`src/rtl/instruction_loader.sv`:
```
// Boot-time loader: byte stream -> little-endian 32-bit words -> instruction memory.
// Optional trailing XOR checksum byte when LOADER_CHECKSUM_EN is defined.
module instruction_loader #(
    parameter int DEPTH       = 256,
    parameter int COUNT_WIDTH = 16
) (
    input  logic                   clock_i,
    input  logic                   reset_i,
    input  logic                   loadStart_i,
    input  logic                   byteValid_i,
    input  logic [7:0]             byteData_i,
    output logic                   byteReady_o,
    output logic                   memWriteEn_o,
    output logic [31:0]            memWriteAddr_o,
    output logic [31:0]            memWriteData_o,
    output logic                   processorHold_o,
    output logic                   loadDone_o,
    output logic                   loadError_o,
    output logic [COUNT_WIDTH-1:0] wordsWritten_o
);

    typedef enum logic [2:0] {
        IDLE, LEN_LO, LEN_HI, DATA, WRITE, DONE, ERROR
`ifdef LOADER_CHECKSUM_EN
        , CHECK
`endif
    } state_e;

`ifdef LOADER_CHECKSUM_EN
    localparam state_e FIN_ST = CHECK;
`else
    localparam state_e FIN_ST = DONE;
`endif

    state_e                 state_q, state_d;
    logic [COUNT_WIDTH-1:0] count_q;
    logic [COUNT_WIDTH-1:0] words_q;
    logic [1:0]             lane_q;
    logic [31:0]            word_q;
    logic [31:0]            addr_q, data_q;
`ifdef LOADER_CHECKSUM_EN
    logic [7:0]             ck_q;
`endif

    logic        accept;
    logic        start_ok;
    logic [15:0] hdr_w;
    logic        last_word;

    assign accept    = byteValid_i && byteReady_o;
    assign start_ok  = loadStart_i && (state_q == IDLE || state_q == DONE || state_q == ERROR);
    assign hdr_w     = {byteData_i, count_q[7:0]};
    assign last_word = (words_q + COUNT_WIDTH'(1)) == count_q;

    always_ff @(posedge clock_i or posedge reset_i) begin
        if (reset_i) state_q <= IDLE;
        else         state_q <= state_d;
    end

    always_comb begin
        state_d = state_q;
        case (state_q)
            IDLE, DONE, ERROR: if (loadStart_i) state_d = LEN_LO;
            LEN_LO:            if (accept) state_d = LEN_HI;
            LEN_HI: if (accept) begin
                if (hdr_w == 16'd0)                     state_d = FIN_ST;
                else if ({16'd0, hdr_w} > 32'(DEPTH))   state_d = ERROR;
                else                                    state_d = DATA;
            end
            DATA:   if (accept && lane_q == 2'd3) state_d = WRITE;
            WRITE:  state_d = last_word ? FIN_ST : DATA;
`ifdef LOADER_CHECKSUM_EN
            CHECK:  if (accept) state_d = (byteData_i == ck_q) ? DONE : ERROR;
`endif
            default: state_d = IDLE;
        endcase
    end

    always_comb begin
        byteReady_o     = 1'b0;
        memWriteEn_o    = 1'b0;
        loadDone_o      = 1'b0;
        loadError_o     = 1'b0;
        processorHold_o = 1'b1;
        case (state_q)
            LEN_LO, LEN_HI, DATA: byteReady_o = 1'b1;
`ifdef LOADER_CHECKSUM_EN
            CHECK:                byteReady_o = 1'b1;
`endif
            WRITE:                memWriteEn_o = 1'b1;
            DONE: begin
                loadDone_o      = 1'b1;
                processorHold_o = 1'b0;
            end
            ERROR:                loadError_o = 1'b1;
            default: ;
        endcase
    end

    // Address/data latch on the 4th byte so they are valid during WRITE and hold afterwards.
    always_ff @(posedge clock_i or posedge reset_i) begin
        if (reset_i) begin
            count_q <= '0;
            words_q <= '0;
            lane_q  <= 2'd0;
            word_q  <= 32'd0;
            addr_q  <= 32'd0;
            data_q  <= 32'd0;
`ifdef LOADER_CHECKSUM_EN
            ck_q    <= 8'd0;
`endif
        end else begin
            if (start_ok) begin
                words_q <= '0;
                lane_q  <= 2'd0;
`ifdef LOADER_CHECKSUM_EN
                ck_q    <= 8'd0;
`endif
            end
            case (state_q)
                LEN_LO: if (accept) count_q <= COUNT_WIDTH'(byteData_i);
                LEN_HI: if (accept) count_q <= COUNT_WIDTH'(hdr_w);
                DATA: if (accept) begin
                    lane_q <= lane_q + 2'd1;
                    word_q[{lane_q, 3'b000} +: 8] <= byteData_i;
`ifdef LOADER_CHECKSUM_EN
                    ck_q <= ck_q ^ byteData_i;
`endif
                    if (lane_q == 2'd3) begin
                        data_q <= {byteData_i, word_q[23:0]};
                        addr_q <= 32'(words_q) << 2;
                    end
                end
                WRITE: words_q <= words_q + COUNT_WIDTH'(1);
                default: ;
            endcase
        end
    end

    assign memWriteAddr_o = addr_q;
    assign memWriteData_o = data_q;
    assign wordsWritten_o = words_q;

endmodule

```
`config.mk`:
```
export PLATFORM = sky130hd
export DESIGN_NAME = instruction_loader
export DESIGN_NICKNAME = d
export VERILOG_FILES = /design/src/rtl/instruction_loader.sv
export SDC_FILE = /design/constraint.sdc
export NUM_CORES = 1
export LEC_CHECK = 0
export ABC_AREA = 1
export BUFFER_PORTS_ARGS = -buffer_cell sky130_fd_sc_hd__buf_2
export CAP_MARGIN = 20
export CORE_MARGIN = 5
export CORE_UTILIZATION = 56
export DETAILED_ROUTE_END_ITERATION = 10
export GPL_TIMING_DRIVEN = 0
export HOLD_SLACK_MARGIN = 0.05
export MAX_ROUTING_LAYER = met4
export PLACE_DENSITY = 0.87
export RECOVER_POWER = 100
export SLEW_MARGIN = 20
export SYNTH_ARGS = -nofsm -noshare
export SYNTH_HDL_FRONTEND = slang
export SYNTH_SLANG_ARGS = --single-unit
```
`constraint.sdc`:
```
create_clock -name clock_i -period 3.71 [get_ports clock_i]
set_input_delay 0.371 -clock clock_i [delete_from_list [all_inputs] [get_ports clock_i]]
set_output_delay 0.371 -clock clock_i [all_outputs]
set_load 0.05 [all_outputs]
```
==> flow_summary.json <==
{
  "rows": 35,
  "synthMostInstantiatedCell": "nand2_1",
  "rsz0062_at_grt": "no",
  "fmax_mhz": 361,
  "dp.cells": 897,
  "place.gp.congestion": 0.963,
  "die_h_um": 108,
  "crit_path_end_kind": "output pin",
  "setup.worst_path.start": "state_q[1]",
  "diodes": 0,
  "finalNetCount": 798,
  "synthDominantCellAreaShare": 0.510,
  "leakage_nw": 2.94,
  "final_area_um2": 6090,
  "h-tree-depth": 3,
  "violations": "max-capacitance violations, max-slew violations",
  "reg2reg_slack_ps": 1390,
  "reg2reg_from": "state_q[2]",
  "hold_path_class": "in2reg",
  "cp_top_family": "buffers and inverters",
  "vias": 4963,
  "worstRegToRegCells": 8,
  "synth_area_leaders": "dfrtp_1 51%, nand2_1 11%, o21ai_0 8.9%",
  "avgSynthCellArea_um2": 7.95,
  "numCtsBuffers": 9,
  "start_util": 0.576,
  "synth_warnings": 0,
  "via_per_inst": 5.43,
  "globalRouteTotalUtil": 0.261,
  "clockBufferDepth": 2,
  "netlist_instances": 672,
  "crit_type": "reg2out",
  "die_w_um": 108,
  "cts_sinks": 109,
  "period_share": 0.747,
  "synth_top_cell_by_area": "dfrtp_1",
  "clock_skew_ps": 13.6,
  "crit_required_ps": 3340,
  "placed_area_um2": 5990,
  "wl_per_cell_um": 15.4,
  "post-cts-setup-buffers": 0,
  "min_period_ps": 2770,
  "drt_iter0_drc": 371,
  "crit_path_start_kind": "flip-flop",
  "fin_cells": 914,
  "syn_to_final_growth_pct": 14.0,
  "cts_tree": "done",
  "ir_worst_vdd_mv": 0.431,
  "setup_viol": 0,
  "cp.depth": 5,
  "p_per_area_nw_per_um2": 627,
  "path_buf_inv": 3,
  "crit_path_end": "memWriteEn_o",
  "port_buffers": 80,
  "grt_first_pass_wirelength_um": 23400,
  "clk_pin_slew_worst_paths_ps": 100,
  "grt_overflow": 0,
  "worst_hold_slack_ps": 283,
  "syn_area_um2": 5340,
  "synth_top_flop_cell": "dfrtp_1",
  "r2r_end": "wordsWritten_o[0]",
  "crit_path_top_delay_cell": "clkbuf_1",
  "grt_antenna_before_repair": 0,
  "dpl.hpwl_um": 10400,
  "status": "finished with violations",
  "dieArea_um2": 11600,
  "crit_path_cell_trace": "nor2_1, inv_1, nor2_1, clkbuf_1, clkbuf_1",
  "hold_viol": 0,
  "cts-root-buf": "clkbuf_8",
  "clk_latency_ps": 380,
  "drv_slew": 53,
  "synth-async-reset-ratio": 1.00,
  "synthTopCellsByCount": "154 x nand2_1, 109 x dfrtp_1, 95 x o21ai_0",
  "pin_count": 97,
  "max_cap_violations": 1,
  "synthDistinctLibCells": 28,
  "ant_nets": 0,
  "synth_seq_area_share": 0.510,
  "grt_max_degree": 58,
  "tns_ps": 0,
  "cp_slowest_stage_delay_ps": 570,
  "synth_edf_count": 0,
  "drive_gt1_frac": 0.0726,
  "core_um2": 9280,
  "path_max_fanout": 10,
  "ys_ff_latch": 109,
  "grt_pass1_vias": 4871,
  "slew_headroom": -0.542,
  "drtPass1Iterations": 6,
  "worst_slew_pin_slew_ps": 2300,
  "drc": 0,
  "place_ws_ps": 1550,
  "setup_slack_ps": 940,
  "worstPathArrival_ps": 2400,
  "drt_wl_total_um": 14100
}
[power breakdown]
part | internal [mW] | switching (mW)
logic | 0.383 | 1.11
clock network | 0.256 | 0.440
registers | 1.47 | 0.164
total | 2.11 | 1.71
[layout by cell type, fill, tap and decap left out, types with 3 or more instances in the layout]
cell      instances
o22ai_1          14
nand4_1          14
nand2_1         154
clkbuf_8          9
buf_4            17
inv_1            92
o21ai_0          95
buf_2            12
nor2_1           41
conb_1           16
clkbuf_1         85
nor2_4            3
ha_1              6
inv_6             3
nand3_1          89
dfrtp_1         109
[worst min-delay path by stage]
stage,startpoint,end,slack [ps],depth (start not counted)
2_1_floorplan,word_q[0],word_q[0],500,2
3_3_place_gp,memWriteAddr_o[7],memWriteAddr_o[7],460,2
4_1_cts,byteData_i[0],count_q[0],270,3
3_5_place_dp,reset_i,memWriteData_o[0],440,2
6_report,byteData_i[0],count_q[0],280,3
5_1_grt,byteData_i[4],count_q[4],280,3
[through the flow]
| stage | util | total power [mW] |
|---|---|---|
| after floorplan | - | 2.74 |
| after global placement | 0.642 | 3.07 |
| after detailed placement | 0.646 | 3.13 |
| after CTS | 0.666 | 3.82 |
| after global routing | 0.656 | 4.06 |
| final | 0.656 | 3.82 |
[worst min-delay path: cells and delay by family]
family | cells | cell delay, ps
AO/OA/AOI/OAI | 1 | 70
AND/OR/NAND/NOR | 1 | 70
buffers and inverters | 1 | 110
[flip-flops by register name, summed over array words and instances (netlist names)]
name            cells
memWriteAddr_o     16
state_q             3
count_q            16
wordsWritten_o     16
memWriteData_o     32
word_q             24
lane_q              2
[timing repair]
| item | CTS | global route |
|---|---|---|
| gates resized for setup | 0 | 0 |
| hold buffers | 1 | 0 |
| hold endpoints to repair | 30 | 0 |
[routing by layer]
metal	wire [um]	up-vias	GRT usage
met4	410	0	0.105
met5	0	-	-
li1	-	2365	-
met1	5870	2322	0.346
met3	1240	39	0.0408
met2	6530	237	0.403
[cell type report]
cell class	instances	area [um2]
clock inverter	7	56.3
buffer	34	193
clock buffer	9	124
fill	841	3190
timing repair buffer	82	352
inverter	96	362
sequential	109	2730
tap	129	161
multi-input combinational	448	2120
[cells by family (layout without fill, tap and decap cells)]
family / after synthesis / count (layout) / synth area share
fa+ha+maj: 6 / 6 / 0.0140
buf+inv: 130 / 228 / 0.104
compound gates: 116 / 116 / 0.114
flops: 109 / 109 / 0.510
simple gates: 308 / 308 / 0.251
other cells: 1 / 16 / 0.000702
xor+xnor: 2 / 2 / 0.00609
No activity file was read; power rests on OpenSTA's default activity.
